File: src/rtl/press_counter_fsm.sv
// Multi-channel push-button press counter.
// Each channel: 2-flop synchroniser -> debounce/hold FSM -> accepted-press
// counter and error counter (glitch or stuck button), plus a one-cycle
// pulse per accepted press. Channels share only clk, rst and clr.
module press_counter_fsm #(
  parameter int CHANNELS = 4,
  parameter int WIDTH    = 8,
  parameter int DEBOUNCE = 4,
  parameter int HOLD_MAX = 255,
  parameter bit SATURATE = 1'b1
) (
  input  logic                      clk,
  input  logic                      rst,
  input  logic                      clr,
  input  logic [CHANNELS-1:0]       press,
  output logic [CHANNELS*WIDTH-1:0] count,
  output logic [CHANNELS*WIDTH-1:0] err,
  output logic [CHANNELS-1:0]       pulse
);

  // The timer only ever needs to reach max(DEBOUNCE, HOLD_MAX) - 1.
  localparam int TMAX = (DEBOUNCE > HOLD_MAX) ? DEBOUNCE : HOLD_MAX;
  localparam int TW   = (TMAX > 2) ? $clog2(TMAX) : 1;

  localparam logic [TW-1:0] DEB_LAST  = TW'(DEBOUNCE - 1);
  localparam logic [TW-1:0] HOLD_LAST = TW'(HOLD_MAX - 1);

  typedef enum logic [1:0] {
    IDLE  = 2'd0,
    ARM   = 2'd1,
    HELD  = 2'd2,
    STUCK = 2'd3
  } state_t;

  // Counter increment: hold at all-ones when saturating, else wrap to 0.
  function automatic logic [WIDTH-1:0] cnt_inc(input logic [WIDTH-1:0] v);
    logic [WIDTH-1:0] r;
    if (SATURATE && (v == {WIDTH{1'b1}}))
      r = v;
    else
      r = v + 1'b1;
    return r;
  endfunction

  for (genvar i = 0; i < CHANNELS; i++) begin : g_ch

    logic             sync_p0;
    logic             sync_p1;
    state_t           state;
    state_t           state_nx;
    logic [TW-1:0]    t;
    logic [TW-1:0]    t_nx;
    logic [WIDTH-1:0] cnt;
    logic [WIDTH-1:0] cnt_nx;
    logic [WIDTH-1:0] ecnt;
    logic [WIDTH-1:0] ecnt_nx;
    logic             pls;
    logic             inc_cnt;
    logic             inc_err;

    // Two-flop synchroniser for the asynchronous button pin.
    always_ff @(posedge clk or negedge rst) begin
      if (!rst) begin
        sync_p0 <= 1'b0;
        sync_p1 <= 1'b0;
      end else begin
        sync_p0 <= press[i];
        sync_p1 <= sync_p0;
      end
    end

    // Debounce/hold FSM: next state, timer and event strobes.
    always_comb begin
      state_nx = state;
      t_nx     = t;
      inc_cnt  = 1'b0;
      inc_err  = 1'b0;
      case (state)
        IDLE: begin
          if (sync_p1) begin
            state_nx = ARM;
            t_nx     = '0;
          end
        end
        ARM: begin
          if (!sync_p1) begin
            // Released before the debounce window closed: a glitch.
            state_nx = IDLE;
            inc_err  = 1'b1;
          end else if (t == DEB_LAST) begin
            state_nx = HELD;
            t_nx     = '0;
            inc_cnt  = 1'b1;
          end else begin
            t_nx = t + 1'b1;
          end
        end
        HELD: begin
          if (!sync_p1) begin
            state_nx = IDLE;
          end else if (t == HOLD_LAST) begin
            // Held too long: report once, then park in STUCK until release.
            state_nx = STUCK;
            inc_err  = 1'b1;
          end else begin
            t_nx = t + 1'b1;
          end
        end
        STUCK: begin
          if (!sync_p1) state_nx = IDLE;
        end
        default: begin
          state_nx = IDLE;
          t_nx     = '0;
        end
      endcase
    end

    // Counter updates; clear takes priority over a same-edge increment.
    always_comb begin
      cnt_nx  = cnt;
      ecnt_nx = ecnt;
      if (clr) begin
        cnt_nx  = '0;
        ecnt_nx = '0;
      end else begin
        if (inc_cnt) cnt_nx  = cnt_inc(cnt);
        if (inc_err) ecnt_nx = cnt_inc(ecnt);
      end
    end

    // State, timer, counters and pulse registers.
    always_ff @(posedge clk or negedge rst) begin
      if (!rst) begin
        state <= IDLE;
        t     <= '0;
        cnt   <= '0;
        ecnt  <= '0;
        pls   <= 1'b0;
      end else begin
        state <= state_nx;
        t     <= t_nx;
        cnt   <= cnt_nx;
        ecnt  <= ecnt_nx;
        pls   <= inc_cnt;
      end
    end

    assign count[i*WIDTH +: WIDTH] = cnt;
    assign err[i*WIDTH +: WIDTH]   = ecnt;
    assign pulse[i]                = pls;
  end

endmodule

File: config.mk
export PLATFORM = sky130hd
export DESIGN_NAME = press_counter_fsm
export DESIGN_NICKNAME = d
export VERILOG_FILES = /design/src/rtl/press_counter_fsm.sv
export SDC_FILE = /design/constraint.sdc
export NUM_CORES = 1
export LEC_CHECK = 0
export CORE_MARGIN = 4
export CORE_UTILIZATION = 57
export CTS_CLUSTER_DIAMETER = 30
export DETAILED_ROUTE_END_ITERATION = 6
export HOLD_SLACK_MARGIN = 0.15
export PLACE_DENSITY = 0.81
export SLEW_MARGIN = 20
export SYNTH_ARGS = -nofsm -noshare
export SYNTH_HDL_FRONTEND = slang
export SYNTH_SLANG_ARGS = --single-unit
File: constraint.sdc
create_clock -name clk -period 3.15 [get_ports clk]
set_input_delay 0.315 -clock clk [delete_from_list [all_inputs] [get_ports clk]]
set_output_delay 0.315 -clock clk [all_outputs]
set_load 0.02 [all_outputs]
[After elaboration in Yosys (flattened, before gate mapping)]
Index checks and enable logic that the tools add are counted.
Operators by class
  muxes and demuxes: 104
  reduce and logical (&&, ||, !) cells: 32
  add/subtract/negate cells: 12
  equal/unequal tests: 64
Operators with widths (count)
  two-way mux 8 bit: 44
  adder 8 x 1 -> 8 bit, second input constant: 12
  == test 8 bit, second input constant: 12
  case mux 8 bit (3 select lines): 4
  inequality test 2 bit, second input constant: 28
  two-way mux 2 bit: 24
  == test 8 x 2 -> 1 bit, second input constant: 4
  case mux 2 bit (4 select lines): 4
  two-way mux 1 bit: 24
  inequality test 3 bit, second input constant: 8
  AND reduction 5 bit: 4
  == test 2 bit, second input constant: 8
  AND reduction 2 bit: 8
  AND reduction 4 bit: 4
  nonzero test 2 bit: 8
  nonzero test 3 bit: 4
  == test 2 x 1 -> 1 bit, second input constant: 4
  zero test 2 bit: 4
  case mux 1 bit (2 select lines): 4
Word-level totals
  logic and storage cells: 240
  register bits: 116

[Longest topological paths before layout]
Gate-level depths: netlist (run 1).
  depth in word-level cells: 6
  gate-level depth with buffers: 8
  gate-level depth less buffers: 7

[Worst setup path before layout (run 1)]
No wires, ideal clock.
  path type: register to register
  start: register g_ch[1].t[0]
  end: register g_ch[1].cnt[7]
  clock period less this slack: 2.248 ns
  path slack: 0.902 ns
  cell stages (with the launch flop): 7
  setup time: 0.120 ns
  buffers on the path: 1
  data required time: 3.030 ns
  data arrival time: 2.128 ns
  path through: dfrtp_1 ha_1 or4b_1 or3_1 buf_6 or4_1 o211a_1
Between the ends
  word-level cells in the longest chain between the ends: 6
RTL lines
  start: declaration: RTL line 51  | logic [TW-1:0] t;
  start signal: assignment: RTL line 142  | t <= t_nx;
  == test 8 x 2 -> 1 bit: RTL line 90  | end else if (t == DEB_LAST) begin
  two-way mux 1 bit: RTL line 90
  two-way mux 1 bit: RTL line 86  | if (!sync_p1) begin
  two-way mux 1 bit: RTL line 78  | case (state)
  nonzero test 2 bit (no source line)
  AND reduction 2 bit (no source line)
  end signal: assignment: RTL line 143  | cnt <= cnt_nx;
  end: declaration: RTL line 53  | logic [WIDTH-1:0] cnt;
Every way passes these cells.
A chain may end at the register's enable or synchronous reset.

[Worst setup path in the final report (run 1)]
  start: register g_ch[0].t[0]
  end: register g_ch[0].cnt[3]
Between the ends
  word-level cells in the longest chain between the ends: 6
RTL lines (RTL line)
  start: declaration: 51
  start signal: assignment: 142
  == test 8 x 2 -> 1 bit: 90
  two-way mux 1 bit: 90
  two-way mux 1 bit: 86
  two-way mux 1 bit: 78
  nonzero test 2 bit (no source line)
  AND reduction 2 bit (no source line)
  end signal: assignment: 143
  end: declaration: 53
Every way passes these cells.

==> results of run 1 <==
==> per-layer routing <==
layer  GRT usage  wire length, um  vias to the layer above
li1            -                -                     2595
met1      0.2847             6418                     2666
met2      0.3719             6702                      143
met3     0.04961              640                       20
met4     0.08529              211                        0
met5           0                0                        -
==> cell usage after synthesis (5+ instances only) <==
cell type	number
nor4b_1	6
nand2b_1	5
and3_1	19
ha_1	38
o21ai_0	34
or2_2	7
xor2_1	10
a21o_1	5
xnor2_1	29
nand3_1	36
mux2i_1	14
nor4_1	10
a21oi_1	21
or4_1	7
and4_1	5
clkbuf_1	17
dfrtp_1	116
nor3_1	17
nand4_1	23
nand2_1	43
and2_1	9
o31ai_1	21
inv_1	29
nor2_1	71
nor2b_1	14
==> per-stage QoR <==
stage                     cell area, um^2  total power [uW]
final                                8013              4757
after global routing                 8013              5042
after CTS                            8013              4791
after detailed placement             7420              2904
after global placement               7420              2828
after floorplan                      6591              2599
==> cells by family after synthesis <==
kind of cell	after synthesis	share of synthesized area
DFF	116	0.4404
xor gates and xnor gates	39	0.05182
adders and majority gates	38	0.07213
AOI/OAI and AO/OA	126	0.1399
buffers and inverters	54	0.03455
muxes	20	0.03151
and+or+nand+nor	286	0.2297
==> worst paths after layout <==
kind	end	slack [ns]	cells past startpoint
max reg2reg	g_ch[0].cnt[3]	0.75	6
min reg2reg	g_ch[2].sync_p1	0.35	0
min	g_ch[2].sync_p1	0.35	0
min in group asynchronous	g_ch[3].cnt[0]	0.48	2
max	g_ch[0].cnt[3]	0.75	6
max in group asynchronous	g_ch[0].state[0]	1.89	3
==> worst max-delay path, stage by stage, from the launching register on <==
cell and delay (ns):
dfrtp_1 0.42, ha_1 0.26, nor4b_1 0.45, nand4_1 0.45
nor4b_1 0.47, xnor2_1 0.17, nor2_1 0.06
==> power groups by stage <==
stage | registers, uW | clock network (uW) | logic (uW)
final | 1730 | 1870 | 1160
after global routing | 1760 | 1980 | 1310
after CTS | 1730 | 1900 | 1160
after detailed placement | 1760 | 0 | 1150
after global placement | 1740 | 0 | 1090
after floorplan | 1740 | 0 | 858
==> final cells by class <==
class	instances	area [um^2]	share of cell area
Timing Repair Buffer	78	778.2	0.09713
Sequential cell	116	2903	0.3623
Inverter	29	108.9	0.01359
Clock buffer	27	543.0	0.06777
Multi-Input combinational cell	509	3461	0.4319
Clock inverter	3	40.04	0.004997
Tap cell	143	178.9	0.02233
==> state kept, by name (all words and copies together), names as in the netlist <==
| register | count |
|---|---|
| g_ch.cnt | 32 |
| g_ch.ecnt | 32 |
| g_ch.t | 32 |
| g_ch.state | 8 |
| g_ch.pls | 4 |
| g_ch.sync_p0 | 4 |
| g_ch.sync_p1 | 4 |
==> results.py, run 1 <==
metrics = {
    "run_status": {
        "outcome": "complete, no violations",
    },
    "routing": {
        "dr.first_iter.drc_count": 448,
        "totalWireLength_mm": 13.97,
        "postRouteAntennaNets": 0,
        "wire_per_inst_um": 15.44,
        "drc_errors": 0,
        "drtPass1Iterations": 6,
        "routed_via_density": 5.993,
        "num_vias": 5424,
    },
    "power_and_ir_drop": {
        "p_int_uw": 3287,
        "ir_drop_uv": 386.7,
        "p_comb_frac": 0.243,
        "switching_share": 0.3090,
        "power.switching_uw": 1470,
        "p_seq_frac": 0.364,
        "clockPowerShare": 0.393,
        "p_leak_uw": 0.003412,
        "power_density_nw_per_um2": 593.6,
    },
    "yosys": {
        "ys_ff_latch": 116,
        "synth.top_cells.by_area": "dfrtp_1 (44%), ha_1 (7.2%), nor2_1 (4.0%)",
        "synth_top_area_share": 0.4404,
        "seq_area_frac_synth": 0.4404,
        "synth-main-ff-cell": "dfrtp_1",
        "avgSynthCellArea_um2": 9.707,
        "yosys.area.top_type": "dfrtp_1",
        "yosys_warnings": 0,
        "ys_types": 69,
        "synth_area_um2": 6591,
        "synth_edf_count": 0,
        "syn-num-nets": 724,
        "async_flop_share": 1.000,
        "synthCells": 679,
    },
    "finish": {
        "final_nets": 796,
        "antennaDiodeCount": 0,
        "fillers": 828,
        "syn2layout_area_growth_pct": 21.56,
        "final_core_util": 0.7047,
        "final_common_cell": "dfrtp_1",
        "fin_cells": 905,
        "final_cell_mix": "dfrtp_1 (116), clkdlybuf4s50_1 (72), nor2_1 (71)",
        "drive_above_1_share": 0.07612,
    },
    "setup_path": {
        "timing.rr.start": "g_ch[0].t[0]",
        "cp-end-kind": "flop",
        "path_class": "flop to flop",
        "critPathRequiredTime_ns": 3.43,
        "cp-start-kind": "flop",
        "crit_start": "g_ch[0].t[0]",
        "cp_data_arrival_time_ns": 2.68,
        "cp_max_fo": 9,
    },
    "floorplan": {
        "core.rowCount": 39,
        "ios": 75,
        "floorplan.die_area_um2": 13350,
        "die-width_um": 115.5,
        "initial_utilization": 0.5797,
        "core_um2": 11370,
        "die_h_um": 115.5,
    },
    "timing": {
        "post-route-min-period_ns": 2.403,
        "fmax_mhz": 416.2,
        "tns_ns": 0,
        "tightest_slew_ns": 0.7518,
        "fin_ws_ns": 0.7471,
        "setup_viol": 0,
        "drv_slew": 0,
        "rsz0062_at_grt": "no",
        "skew_ns": 0.005352,
        "slew_headroom": 0.4988,
        "whs_ns": 0.3451,
        "hold_violations": 0,
        "period_share": 0.7628,
    },
    "clocking": {
        "clkLatencyLatePin_ns": 0.41,
        "cts_tree": "built",
        "cts_resized": 0,
        "cts-buffers-inserted": 17,
        "clockRootBuffer": "clkbuf_16",
        "clk_pin_slew_ns": 0.05,
        "htree_levels": 4,
        "cts_hold_repair.buffers": 1,
        "post-cts-setup-buffers": 0,
        "max-clock-path-buffers": 2,
        "clock_sinks": 116,
    },
    "placement": {
        "hpwl_mm": 9.759,
        "dp_slack_ns": 0.7388,
        "dp.cells": 874,
        "io_buffers": 74,
        "gp_congestion": 0.9077,
    },
    "grt": {
        "antenna_found_initial": 0,
        "first_global_vias": 5300,
        "grt_pass1_wl_mm": 24.17,
        "grt_start_max_net_pins": 67,
        "grt_use_total": 0.2230,
        "overflow": 0,
    },
    "worst_hold_path": {
        "hold_path.class": "flop to flop",
        "worstHoldStart": "g_ch[2].sync_p0",
    },
    "run": {
        "drv_cap": 0,
    },
}
Power figures use the tool's default switching activity.
==> run 2: changes to the inputs <==
==> constraint.sdc (replaced) <==
create_clock -name clk -period 2.3 [get_ports clk]
set_input_delay 0.23 -clock clk [delete_from_list [all_inputs] [get_ports clk]]
set_output_delay 0.23 -clock clk [all_outputs]
set_load 0.02 [all_outputs]
==> run 2 against run 1 <==
Total power rose by 43%. Clock power up 43%. Utilization up 1.9 points. Worst setup slack worse by 0.66 ns. Critical path depth grew 1. Fmax rose by 8.4%. Worst hold slack got worse by 0.085 ns. Die area unchanged. Final area is 2.7% higher. Sequential power up 37%. Clock skew up 0.00075 ns. Routed wire length up 9.3%. Critical path type unchanged. Largest cell class unchanged.
==> results.py, run 2 (same netlist as run 1, synthesis figures left out) <==
metrics = {
    "setup_path": {
        "slowest_delay_ns": 0.46,
        "cp_max_fo": 6,
        "cp_cell_sequence": "ha_1 -> or4b_4 -> or3_4 -> buf_4 -> a31oi_4 -> mux2i_1 -> nor2_1",
        "timing.rr.start": "g_ch[1].t[1]",
        "crit_start": "g_ch[1].t[1]",
        "path_class": "flop to flop",
        "slowest_stage": "or4b_4",
        "critPathRequiredTime_ns": 2.57,
        "cp-end-kind": "flop",
        "cp_data_arrival_time_ns": 2.49,
        "cp-start-kind": "flop",
    },
    "timing": {
        "whs_ns": 0.2603,
        "hold_violations": 0,
        "tightest_slew_ns": 0.6393,
        "post-route-min-period_ns": 2.217,
        "skew_ns": 0.006102,
        "fmax_mhz": 451.0,
        "slew_headroom": 0.5738,
        "period_share": 0.9641,
        "drv_slew": 0,
        "setup_viol": 0,
        "tns_ns": 0,
    },
    "grt": {
        "antenna_found_initial": 0,
        "grt_pass1_wl_mm": 26.25,
        "overflow": 0,
        "grt_use_total": 0.2433,
        "grt_start_max_net_pins": 45,
        "first_global_vias": 5577,
    },
    "finish": {
        "final_cell_mix": "dfrtp_1 (116), clkdlybuf4s50_1 (72), nor2_1 (71)",
        "final_nets": 815,
        "final_common_cell": "dfrtp_1",
        "fillers": 802,
        "design_area_um2": 8233,
        "antennaDiodeCount": 0,
        "seqCellArea_um2": 2903,
        "syn2layout_area_growth_pct": 24.91,
        "fin_cells": 926,
        "drive_above_1_share": 0.1137,
        "reg.largest.list": "g_ch.cnt: 32 flops, g_ch.ecnt: 32 flops, g_ch.t: 32 flops",
        "multiInputGateArea_um2": 3505,
    },
    "floorplan": {
        "core_um2": 11370,
        "initial_utilization": 0.5797,
        "die_h_um": 115.5,
        "floorplan.die_area_um2": 13350,
        "core.rowCount": 39,
        "die-width_um": 115.5,
        "ios": 75,
    },
    "placement": {
        "dp.cells": 892,
        "placed_area_um2": 7567,
        "gp_congestion": 0.9114,
        "io_buffers": 74,
        "hpwl_mm": 10.45,
    },
    "clocking": {
        "cts-buffers-inserted": 17,
        "clkLatencyLatePin_ns": 0.42,
        "htree_levels": 4,
        "clock_sinks": 116,
        "clk_pin_slew_ns": 0.05,
        "clockRootBuffer": "clkbuf_16",
        "max-clock-path-buffers": 2,
        "cts_tree": "built",
    },
    "run_status": {
        "outcome": "complete, no violations",
    },
    "routing": {
        "num_vias": 5570,
        "totalWireLength_mm": 15.27,
        "dr.first_iter.drc_count": 457,
        "routed_via_density": 6.015,
        "postRouteAntennaNets": 0,
        "wire_per_inst_um": 16.49,
        "drtPass1Iterations": 6,
        "drc_errors": 0,
    },
    "power_and_ir_drop": {
        "ir_drop_uv": 623.8,
        "power_density_nw_per_um2": 826.0,
        "p_leak_uw": 0.003522,
    },
    "run": {
        "drv_cap": 0,
    },
    "worst_hold_path": {
        "worstHoldStart": "press[2]",
        "hold_path.class": "input port to flop",
    },
}
## run 2: cell count changes in the layout (fill, tap and decap cells not counted), moves of 2 or more
cell | before | now
buf_4 | 3 | 21
bufinv_16 | 1 | 3
clkbuf_8 | 8 | 3
clkinv_2 | 2 | 4
ha_1 | 38 | 36
ha_2 | 0 | 2
or3_1 | 4 | 2
or3_4 | 0 | 2
## run 2: cell type report
type,instances,area share
clock buffers,23,0.05805
clock inverters,9,0.01535
inverters,29,0.01322
multi-input cells,509,0.4257
flip-flops and latches,116,0.3526
well taps,143,0.02173
repair buffers,97,0.1134
## run 2: repair_timing
action,in CTS,in global routing
setup endpoints to repair,0,16
hold buffers,1,0
endpoints found under the hold margin,34,0
buffers inserted,0,1
resized for setup,0,11
## run 2: metal layers
layer / global-route usage / vias up / wire length, um
met2: 0.4124 / 188 / 7717
met3: 0.06005 / 29 / 747
met4: 0.08842 / 0 / 268
li1: - / 2630 / -
met5: 0 / - / 0
met1: 0.3032 / 2723 / 6534
## run 2: worst paths after layout
kind | to | slack [ns] | cells after the start
setup / recovery | g_ch[1].cnt[1] | 0.08 | 7
hold / removal | g_ch[2].sync_p0 | 0.26 | 1
setup reg to reg | g_ch[1].cnt[1] | 0.08 | 7
hold reg to reg | g_ch[3].sync_p1 | 0.35 | 0
max in group asynchronous | g_ch[2].cnt[0] | 1.10 | 3
min in group asynchronous | g_ch[0].sync_p1 | 0.34 | 2
## run 2: per-stage QoR
stage | utilization | setup slack [ns] | power (uW)
2_1_floorplan | - | 0.05162 | 3560
3_3_place_gp | 0.6656 | 0.1316 | 3975
3_5_place_dp | 0.6656 | 0.05483 | 4082
4_1_cts | 0.7196 | 0.02619 | 6801
5_1_grt | 0.7241 | -0.01798 | 7196
6_report | 0.7241 | 0.08252 | 6801
## run 2: critical path, delay by kind of cell, from the launching register on
kind                     cells  cell delay, ns
AO/OA/AOI/OAI                1            0.24
adder cells (fa/ha/maj)      1            0.17
buffers and inverters        1            0.18
flip-flops                   1            0.38
multiplexers                 1            0.21
AND/OR/NAND/NOR              3            0.89
## run 2: power breakdown
| group | total [uW] | internal [uW] | switching, uW |
|---|---|---|---|
| combinational | 1750 | 717 | 1030 |
| sequential | 2370 | 2190 | 186 |
| clock | 2680 | 1780 | 898 |
| total | 6800 | 4680 | 2120 |
